===== src/rtl/fp_pkg.sv =====
// Shared FP register-file constants and the dump sequencer state encoding.
// Used by the register file and the fp_reg_dump read-side sequencer.
package fp_pkg;

  localparam int FP_NUM_REGS = 32;
  localparam int FP_ADDR_W   = 5;
  localparam int FP_DATA_W   = 32;

  typedef enum logic [1:0] {
    IDLE  = 2'd0,
    FETCH = 2'd1,
    SEND  = 2'd2,
    DONE  = 2'd3
  } fp_dump_state_t;

endpackage


===== src/rtl/fp_reg_dump.sv =====
// Walks the FP register file over an inclusive (wrapping) range and streams index-tagged words.
// First word 2 cycles after start, then one word per 2 cycles; out_ready low stalls the single output register in place.
module fp_reg_dump
  import fp_pkg::*;
#(
  parameter int NUM_REGS = FP_NUM_REGS,
  parameter int ADDR_W   = FP_ADDR_W,
  parameter int DATA_W   = FP_DATA_W
) (
  input  logic              clk,
  input  logic              rst_n,
  input  logic              start,
  input  logic [ADDR_W-1:0] first_reg,
  input  logic [ADDR_W-1:0] last_reg,
  input  logic              abort,
  output logic [ADDR_W-1:0] rd_reg,
  input  logic [DATA_W-1:0] rd_data,
  output logic              out_valid,
  input  logic              out_ready,
  output logic [ADDR_W-1:0] out_reg,
  output logic [DATA_W-1:0] out_data,
  output logic              out_last,
  output logic              busy,
  output logic              done
);

  fp_dump_state_t    state;
  logic [ADDR_W-1:0] ptr;
  logic [ADDR_W-1:0] last_q;
  logic [ADDR_W-1:0] ptr_next;
  logic [ADDR_W-1:0] out_reg_q;
  logic [DATA_W-1:0] out_data_q;
  logic              at_last;

  // Explicit wrap keeps the sweep correct even if NUM_REGS is not a power of two.
  assign ptr_next = (ptr == ADDR_W'(NUM_REGS - 1)) ? '0 : ptr + 1'b1;
  assign at_last  = (ptr == last_q);

  always_ff @(posedge clk or negedge rst_n) begin
    if (!rst_n) begin
      state      <= IDLE;
      ptr        <= '0;
      last_q     <= '0;
      out_reg_q  <= '0;
      out_data_q <= '0;
    end else begin
      case (state)
        IDLE: begin
          if (start) begin
            ptr    <= first_reg;
            last_q <= last_reg;
            state  <= FETCH;
          end
        end
        FETCH: begin
          if (abort) begin
            state <= IDLE;
          end else begin
            out_data_q <= rd_data;
            out_reg_q  <= ptr;
            state      <= SEND;
          end
        end
        SEND: begin
          if (abort) begin
            state <= IDLE;
          end else if (out_ready) begin
            if (at_last) begin
              state <= DONE;
            end else begin
              ptr   <= ptr_next;
              state <= FETCH;
            end
          end
        end
        DONE: begin
          state <= IDLE;
        end
        default: begin
          state <= IDLE;
        end
      endcase
    end
  end

  // All outputs decode from registered state, so rd_data never reaches an output combinationally.
  assign rd_reg    = ptr;
  assign out_valid = (state == SEND);
  assign out_reg   = out_reg_q;
  assign out_data  = out_data_q;
  assign out_last  = out_valid && at_last;
  assign busy      = (state != IDLE);
  assign done      = (state == DONE);

endmodule


===== config.mk =====
export PLATFORM = sky130hd
export DESIGN_NAME = fp_reg_dump
export DESIGN_NICKNAME = d
export VERILOG_FILES = /design/src/rtl/fp_pkg.sv /design/src/rtl/fp_reg_dump.sv
export SDC_FILE = /design/constraint.sdc
export NUM_CORES = 1
export LEC_CHECK = 0
export BUFFER_PORTS_ARGS = -buffer_cell sky130_fd_sc_hd__clkbuf_2
export CAP_MARGIN = 10
export CORE_MARGIN = 5
export CORE_UTILIZATION = 51
export DETAILED_ROUTE_END_ITERATION = 10
export HOLD_SLACK_MARGIN = 0.08
export PLACE_DENSITY_LB_ADDON = 0.12
export SYNTH_ARGS = -nofsm -noshare
export SYNTH_HDL_FRONTEND = slang
export SYNTH_SLANG_ARGS = --single-unit
export TNS_END_PERCENT = 30

===== constraint.sdc =====
create_clock -name clk -period 2.31 [get_ports clk]
set_input_delay 0.3465 -clock clk [delete_from_list [all_inputs] [get_ports clk]]
set_output_delay 0.3465 -clock clk [all_outputs]
set_load 0.01 [all_outputs]

==> run_results.csv, run 1 <==
group,metric,value,unit
cts,tritoncts,"built",
power,vdd_drop_max,0.464,mV
cts,cts_buffers,5,
global_routing,grt_max_degree,22,
sta,worst_pin_slew,0.532,ns
cts,post_cts_resized,0,
cells_and_area,drive_above_1_share,65.3,%
job,maxCapViolations,0,
floorplan,die_y,76.2,um
floorplan,num_rows,24,
status,outcome,"completed",
synthesis,synth_top_area_share,54.8,%
placed_design,hpwlAfterDp,3410,um
worst_setup_path,critPathRequiredTime,1.96,ns
cts,path_clk_slew,0.09,ns
power,p_per_area,1060,nW/um2
floorplan,fp.coreArea,4290,um2
cells_and_area,fin_cells,297,
sta,setup_tns,0,ns
cells_and_area,largest_reg_flops,32,
floorplan,num_io_pins,93,
cts,htreeDepth,2,
synthesis,ys.warnings.count,0,
worst_setup_path,setup.worst_path.class,"register to output pin",
sta,slew_headroom,64.5,%
floorplan,initial_core_util,52.1,%
sta,period_share,80.5,%
power,cellLeakagePower,1.45,nW
sta,clock-skew-final,0.00844,ns
drt,wire_per_inst,15.0,um
sta,rsz0062_at_grt,"false",
drt,dr.pass1.iters,4,
synthesis,syn_avg_cell_area,15.6,um2
cts,clock_path_buffers,2,
cells_and_area,final_nets,293,
synthesis,yosysUniqueCellTypes,31,
drt,viasPerCell,4.93,
synthesis,netlist_instances,143,
placed_design,io_buffers,92,
synthesis,ys_ff_latch,49,
synthesis,seq_area_frac_synth,54.8,%
worst_setup_path,cp_max_fo,6,
drt,vias,1465,
drt,wl,4450,um
hold_path,hp-class,"primary input to register",
sta,drv_slew,0,
worst_setup_path,critPathArrivalTime,1.51,ns
synthesis,syn_nets,192,
sta,setup_violations,0,
sta,max_freq,538,MHz
global_routing,overflow,0,
worst_setup_path,critPathCaptureType,"output pin",
sta,holdWs,0.279,ns
synthesis,syn_area,2240,um2
sta,hold_viol,0,
global_routing,gr-usage-all-layers,15.0,%
cells_and_area,final_common_cell,"clkbuf_2",
placed_design,placedCellCount,288,
placed_design,placed_area,2740,um2
drt,ant_nets,0,
cts,root_buffer,"clkbuf_8",
cts,clkLatencyLatePin,0.29,ns
floorplan,die_area,5810,um2
floorplan,die_x,76.2,um
placed_design,gp_congestion,0.794,
worst_setup_path,crit_path_start_kind,"register",
cts,post_cts_buffers,0,
sta,min_period,1.86,ns
drt,drc,0,
global_routing,grt_pass1_wl,7160,um
drt,drt_iter0_markers,71,
global_routing,antenna_found_initial,0,
global_routing,grt_pass1_vias,1419,
cells_and_area,fin_util,66.5,%
synthesis,ys_top_cells_by_area,"dfrtp_1, mux2_4, mux2_2, buf_12, xnor2_1",
cells_and_area,final_cell_mix,"clkbuf_2, dfrtp_1, mux2_4, mux2_2, o21ai_1",
synthesis,synth_area_leader_cell,"dfrtp_1",
cells_and_area,areaGrowthSynthToFinish,27.7,%
cts,clock_sinks,49,
cells_and_area,fin_area,2860,um2
cells_and_area,diodes,0,
[worst paths after layout]
kind	from	end	slack (ns)	cells after the start
hold reg to reg	out_data[5]$_DFFE_PN0P_	out_data[5]$_DFFE_PN0P_	0.51	1
min in group asynchronous	rst_n	out_data[2]$_DFFE_PN0P_	0.56	2
setup / recovery	rd_reg[3]$_DFFE_PN0P_	out_last	0.45	4
max in group asynchronous	rst_n	out_data[25]$_DFFE_PN0P_	1.13	3
hold / removal	last_reg[2]	last_q[2]$_DFFE_PN0P_	0.28	2
setup reg to reg	rd_reg[0]$_DFFE_PN0P_	rd_reg[2]$_DFFE_PN0P_	0.59	7
[layout make-up]
cell class / instances / area [um2]
Fill cell: 343 / 1440
Sequential cell: 49 / 1230
Multi-Input combinational cell: 89 / 940
Timing Repair Buffer: 97 / 513
Clock buffer: 7 / 96.3
Tap cell: 52 / 65.1
Inverter: 2 / 10.0
Clock inverter: 1 / 5.00
[cells in the mapped netlist]
library cell,number
nand2b_4,2
mux2_2,12
dfrtp_1,49
nand3b_1,1
or2_2,1
inv_1,1
and2_2,1
nor2_2,1
nand2_2,1
and3_1,1
nor3b_1,1
nand2b_2,2
nor2_4,1
a31oi_1,1
nor2_8,1
nand4_2,1
nor3_1,1
a21oi_1,3
o21ai_1,8
ha_1,2
o21ai_4,1
nor2b_1,1
mux2i_1,2
buf_12,3
xnor2_1,5
nand3_1,1
nand2_1,4
mux2_4,30
a21oi_2,1
nor2_1,3
inv_4,1
[worst max-delay path: stages (launching register included)]
cell and delay [ns]:
dfrtp_1 0.47, xnor2_1 0.23, nand4_2 0.17, nor2_2 0.20, clkbuf_2 0.16
[per-layer routing]
layer	global-route usage, %	wire length [um]
met3	4.26	310
met1	19.6	1990
met2	24.5	2120
met5	0	0
met4	4.20	30
[through the flow]
stage               setup slack (ns)  power [mW]
floorplan                      0.676        2.08
global placement               0.652        2.51
detailed placement             0.631        2.53
CTS                            0.429        3.08
global route                   0.308        3.21
finish                         0.451        3.03
[what timing repair did]
action | 4_1_cts | 5_1_grt
hold buffers | 1 | 0
endpoints found under the setup margin | 0 | 0
endpoints found under the hold margin | 19 | 0
[cells by family (layout without fill, tap and decap cells)]
kind of cell,after synthesis,count (layout),share of synthesized area (%)
adder cells (fa/ha/maj),2,2,1.12
buffers and inverters,5,107,3.13
flip-flops,49,49,54.8
XOR/XNOR,5,5,1.96
AO/OA/AOI/OAI,14,14,3.86
AND/OR/NAND/NOR,24,24,8.00
multiplexers,44,44,27.1
[power breakdown]
| group | switching [mW] | internal (mW) | total (mW) |
|---|---|---|---|
| clock network | 0.265 | 0.271 | 0.536 |
| logic | 0.480 | 0.642 | 1.12 |
| registers | 0.212 | 1.16 | 1.37 |
| total | 0.957 | 2.07 | 3.03 |
Note: power is estimated with default switching activity, not from simulation.
==> run 2, diff against run 1 <==
--- a/config.mk
+++ b/config.mk
@@ -8,7 +8,7 @@
 export BUFFER_PORTS_ARGS = -buffer_cell sky130_fd_sc_hd__clkbuf_2
 export CAP_MARGIN = 10
 export CORE_MARGIN = 5
-export CORE_UTILIZATION = 51
+export CORE_UTILIZATION = 43
 export DETAILED_ROUTE_END_ITERATION = 10
 export HOLD_SLACK_MARGIN = 0.08
 export PLACE_DENSITY_LB_ADDON = 0.12
==> constraint.sdc (replaced) <==
create_clock -name clk -period 1.6 [get_ports clk]
set_input_delay 0.24 -clock clk [delete_from_list [all_inputs] [get_ports clk]]
set_output_delay 0.24 -clock clk [all_outputs]
set_load 0.01 [all_outputs]
==> run 2 against run 1 <==
Compared with the run above: the flow now finishes with violations (negative setup slack); clock-buffer cell count down 1; core utilization down 6.0 points; routed wire length up 3.5%; sequential power up 42%; critical path depth up 1; die area up 16%; final area up 7.5%.
==> run_results.csv, run 2 (synthesis results as in run 1) <==
group,metric,value,unit
global_routing,overflow,0,
cells_and_area,largest_reg_flops,32,
cts,tritoncts,"built",
cells_and_area,final_common_cell,"clkbuf_2",
global_routing,grt_pass1_wl,7300,um
global_routing,antenna_found_initial,0,
status,violations,"negative setup slack",
global_routing,gr-usage-all-layers,14.5,%
sta,setup_ws,-0.00253,ns
floorplan,num_rows,26,
drt,ant_nets,0,
global_routing,grt_pass1_vias,1556,
worst_setup_path,critPathRequiredTime,1.36,ns
status,outcome,"finished, violations left",
sta,setup_violations,1,
cts,path_clk_slew,0.09,ns
cts,clock_sinks,49,
cts,root_buffer,"clkbuf_8",
power,vdd_drop_max,0.584,mV
floorplan,initial_core_util,44.1,%
cts,htreeDepth,2,
floorplan,fp.coreArea,5070,um2
worst_setup_path,crit_path_start_kind,"register",
cells_and_area,final_nets,305,
placed_design,gp_congestion,0.820,
drt,wl,4610,um
worst_setup_path,critPathCaptureType,"output pin",
placed_design,io_buffers,92,
cells_and_area,regArea,1230,um2
cts,clkLatencyLatePin,0.30,ns
cts,clock_path_buffers,2,
placed_design,hpwlAfterDp,3500,um
floorplan,die_y,82.1,um
sta,hold_viol,0,
drt,viasPerCell,4.60,
power,p_total,4.68,mW
cells_and_area,n_fill_cell,430,
floorplan,num_io_pins,93,
drt,drt_iter0_markers,25,
cts,cts_buffers,5,
cells_and_area,final_cell_mix,"clkbuf_2, dfrtp_1, mux2_4, mux2_2, buf_4",
drt,dr.pass1.iters,4,
cells_and_area,areaGrowthSynthToFinish,37.3,%
worst_setup_path,critPathArrivalTime,1.36,ns
power,p_per_area,1520,nW/um2
job,maxCapViolations,0,
drt,drc,0,
sta,period_share,100,%
floorplan,die_x,82.1,um
cells_and_area,diodes,0,
sta,min_period,1.60,ns
hold_path,hp-class,"primary input to register",
drt,vias,1505,
sta,max_freq,624,MHz
worst_setup_path,setup.worst_path.class,"register to output pin",
sta,holdWs,0.168,ns
cells_and_area,fin_util,60.5,%
power,cellLeakagePower,1.53,nW
sta,rsz0062_at_grt,"true",
sta,drv_slew,0,
cells_and_area,multiInputGateArea,993,um2
sta,slew_headroom,67.2,%
drt,wire_per_inst,14.1,um
sta,worst_pin_slew,0.492,ns
cells_and_area,drive_above_1_share,69.6,%
global_routing,grt_max_degree,32,
floorplan,die_area,6740,um2
worst_setup_path,cp_max_fo,6,
sta,clock-skew-final,0.00506,ns
==> run 2: final timing paths <==
path	startpoint	end	slack (ns)	depth (start not counted)
worst max-delay path	rd_reg[0]$_DFFE_PN0P_	out_last	-0.003	5
worst min-delay path	rd_data[0]	out_data[0]$_DFFE_PN0P_	0.17	2
worst max register to register	rd_reg[0]$_DFFE_PN0P_	rd_reg[2]$_DFFE_PN0P_	0.03	7
worst min register to register	out_data[20]$_DFFE_PN0P_	out_data[20]$_DFFE_PN0P_	0.51	1
max in group asynchronous	rst_n	state[0]$_DFFE_PN0P_	0.63	3
min in group asynchronous	rst_n	out_data[0]$_DFFE_PN0P_	0.43	2
==> run 2: cell type report <==
| type | count | share of cell area, % |
|---|---|---|
| well taps | 70 | 2.85 |
| flip-flops and latches | 49 | 40.1 |
| clock inverters | 2 | 1.14 |
| inverters | 2 | 0.326 |
| multi-input cells | 89 | 32.4 |
| clock buffers | 6 | 2.36 |
| repair buffers | 109 | 20.9 |
==> run 2: through the flow <==
step           worst slack [ns]  std cells  setup TNS (ns)  cell area (um2)
2_1_floorplan            0.0134        143               0             2240
3_3_place_gp             0.0446        311               0             2840
3_5_place_dp            -0.0104        311         -0.0104             2840
4_1_cts                 -0.0168        325         -0.0168             3030
5_1_grt                 -0.0923        327          -0.161             3070
6_report               -0.00253        327        -0.00253             3070
==> run 2: per-layer routing <==
metal  share of wire, %  up-vias  GRT usage, %  wire [um]
li1                   -      725             -          -
met1                 41      720          17.5       1900
met2                 49       55          24.2       2240
met3                8.7        5          4.45        400
met4                1.4        0          5.65         64
met5                  0        -             0          0
==> run 2: worst max-delay path, cell delays in order (launching register included) <==
cell and delay [ns]:
dfrtp_2 0.42, buf_6 0.14, xnor2_2 0.13, nand4_2 0.14, nor2_4 0.13, buf_6 0.11
==> run 2: repair_timing <==
item | in CTS | in global routing
pin swaps | 4 | 1
endpoints found under the setup margin | 2 | 7
buffers inserted | 5 | 2
resized for setup | 9 | 4
hold buffers | 1 | 0
endpoints found under the hold margin | 18 | 0
cloned | 0 | 0
==> run 2: where the power goes <==
part           internal [mW]  leakage [nW]  total [mW]  switching, mW
Sequential              1.68         0.579        1.94          0.264
Combinational           1.09         0.901        1.89          0.805
Clock                  0.464        0.0552       0.846          0.382
==> run 3, diff against run 2 <==
--- a/config.mk
+++ b/config.mk
@@ -8,10 +8,11 @@
 export BUFFER_PORTS_ARGS = -buffer_cell sky130_fd_sc_hd__clkbuf_2
 export CAP_MARGIN = 10
 export CORE_MARGIN = 5
-export CORE_UTILIZATION = 43
+export CORE_UTILIZATION = 48
 export DETAILED_ROUTE_END_ITERATION = 10
 export HOLD_SLACK_MARGIN = 0.08
 export PLACE_DENSITY_LB_ADDON = 0.12
+export SETUP_SLACK_MARGIN = 0.02
 export SYNTH_ARGS = -nofsm -noshare
 export SYNTH_HDL_FRONTEND = slang
 export SYNTH_SLANG_ARGS = --single-unit
==> constraint.sdc (replaced) <==
create_clock -name clk -period 1.8 [get_ports clk]
set_input_delay 0.27 -clock clk [delete_from_list [all_inputs] [get_ports clk]]
set_output_delay 0.27 -clock clk [all_outputs]
set_load 0.1 [all_outputs]
==> run 3 against run 2 <==
Compared with the run above: worst setup slack got worse by 0.0043 ns; critical path depth unchanged; via count decreased by 0.20%; worst hold slack improved by 0.034 ns; final cell count decreased by 7.6%; the flow still finishes with violations (negative setup slack); sequential cell count unchanged; non-clock buffer count decreased by 7; die area decreased by 9.2%; routed wire length increased by 2.6%.
==> run_results.csv, run 3 (synthesis results as in run 1) <==
group,metric,value,unit
worst_setup_path,critPathArrivalTime,1.54,ns
cts,clock_sinks,49,
sta,rsz0062_at_grt,"true",
floorplan,fp.coreArea,4440,um2
placed_design,gp_congestion,0.783,
cells_and_area,largest_reg_flops,32,
sta,setup_violations,1,
drt,drt_iter0_markers,53,
sta,hold_viol,0,
cells_and_area,areaGrowthSynthToFinish,35.0,%
cells_and_area,final_common_cell,"clkbuf_2",
sta,clock-skew-final,0.00396,ns
status,outcome,"finished, violations left",
worst_setup_path,reg2reg_slack,0.10,ns
worst_setup_path,rr_worst_depth,7,
job,maxCapViolations,0,
sta,min_period,1.81,ns
sta,setup_ws,-0.00683,ns
cts,root_buffer,"clkbuf_8",
cts,clock_path_buffers,2,
cells_and_area,drive_above_1_share,70.0,%
worst_setup_path,crit_path_start_kind,"register",
floorplan,die_y,78.3,um
worst_setup_path,setup.worst_path.class,"register to output pin",
sta,slew_headroom,63.1,%
global_routing,grt_pass1_wl,8090,um
sta,holdWs,0.203,ns
cts,htreeDepth,2,
drt,wl,4730,um
drt,ant_nets,0,
cts,clkLatencyLatePin,0.29,ns
status,violations,"negative setup slack",
cts,tritoncts,"built",
worst_setup_path,r2r_start,"rd_reg[0]$_DFFE_PN0P_",
global_routing,gr-usage-all-layers,16.6,%
drt,dr.pass1.iters,4,
hold_path,hp-class,"primary input to register",
floorplan,die_x,78.3,um
drt,vias,1502,
global_routing,antenna_found_initial,0,
cells_and_area,final_nets,298,
worst_setup_path,critPathCapture,"out_last",
worst_setup_path,critPathCaptureType,"output pin",
floorplan,die_area,6120,um2
sta,period_share,100,%
cells_and_area,final_cell_mix,"clkbuf_2, dfrtp_1, mux2_4, mux2_2, o21ai_1",
drt,drc,0,
worst_setup_path,cp-startpoint,"rd_reg[1]$_DFFE_PN0P_",
sta,max_freq,553,MHz
cts,cts_buffers,5,
placed_design,io_buffers,92,
drt,wire_per_inst,15.7,um
worst_setup_path,cp_max_fo,2,
floorplan,num_rows,24,
sta,worst_pin_slew,0.556,ns
floorplan,num_io_pins,93,
worst_setup_path,rr_endpoint,"rd_reg[2]$_DFFE_PN0P_",
floorplan,initial_core_util,50.3,%
placed_design,hpwlAfterDp,3510,um
worst_setup_path,critPathRequiredTime,1.53,ns
cts,path_clk_slew,0.09,ns
drt,viasPerCell,4.97,
cells_and_area,diodes,0,
global_routing,overflow,0,
global_routing,grt_pass1_vias,1602,
sta,drv_slew,0,
global_routing,grt_max_degree,50,
## run 3: cell count changes in the layout (fill, tap and decap cells not counted), sizes merged
cell / delta
buf: -5
bufinv: -1
clkbuf: -2
clkinv: -1
clkinvlp: +2
## run 3: stage by stage
| stage | setup slack [ns] | utilization [%] | cell area, um2 | cells | TNS (ns) |
|---|---|---|---|---|---|
| after floorplan | -0.0571 | - | 2290 | 143 | -0.0999 |
| after global placement | 0.149 | 63.9 | 2840 | 289 | 0 |
| after detailed placement | 0.0801 | 63.9 | 2840 | 289 | 0 |
| after CTS | -0.0259 | 67.5 | 3000 | 301 | -0.0259 |
| after global routing | -0.0784 | 67.9 | 3020 | 302 | -0.0784 |
| final | -0.00683 | 67.9 | 3020 | 302 | -0.00683 |
## run 3: final cells by class
| cell class | instances | area [um2] |
|---|---|---|
| clock buffers | 6 | 72.6 |
| clock inverters | 2 | 15.0 |
| fillers | 333 | 1430 |
| inverters | 2 | 12.5 |
| multi-input cells | 89 | 1020 |
| flip-flops and latches | 49 | 1240 |
| well taps | 52 | 65.1 |
| repair buffers | 102 | 591 |
## run 3: worst min path at each step
| stage | start | end | slack [ns] | cells past startpoint |
|---|---|---|---|---|
| 6_report | rd_data[12] | out_data[12]$_DFFE_PN0P_ | 0.20 | 2 |
| 4_1_cts | rd_data[12] | out_data[12]$_DFFE_PN0P_ | 0.19 | 2 |
| 2_1_floorplan | rst_n | last_q[0]$_DFFE_PN0P_ | -0.03 | 0 |
| 3_5_place_dp | rst_n | out_data[1]$_DFFE_PN0P_ | 0.28 | 2 |
| 3_3_place_gp | rst_n | out_data[1]$_DFFE_PN0P_ | 0.28 | 2 |
| 5_1_grt | rd_data[12] | out_data[12]$_DFFE_PN0P_ | 0.19 | 2 |
## run 3: worst max-delay path: stages (launching register included)
cell     delay (ns)
dfrtp_4        0.49
buf_6          0.13
xnor2_4        0.15
nand4_4        0.13
nor2_4         0.15
buf_12         0.19
## run 3: routing by layer
| layer | up-vias | share of wire [%] | global-route usage (%) |
|---|---|---|---|
| met3 | 11 | 8.2 | 5.03 |
| li1 | 709 | - | - |
| met4 | 0 | 1.9 | 4.72 |
| met2 | 64 | 48 | 26.7 |
| met1 | 718 | 42 | 21.7 |
| met5 | - | 0 | 0 |
## run 3: timing repair
action                                  CTS  global route
endpoints found under the hold margin    49             0
setup buffers                             3             1
endpoints found under the setup margin    2             4
hold buffers                              1             0
resized for setup                         6             3
pin swaps                                 3             2
Power of run 3 is not shown: default switching activity piles up to over one toggle a cycle in this logic, so the estimate is an artifact.
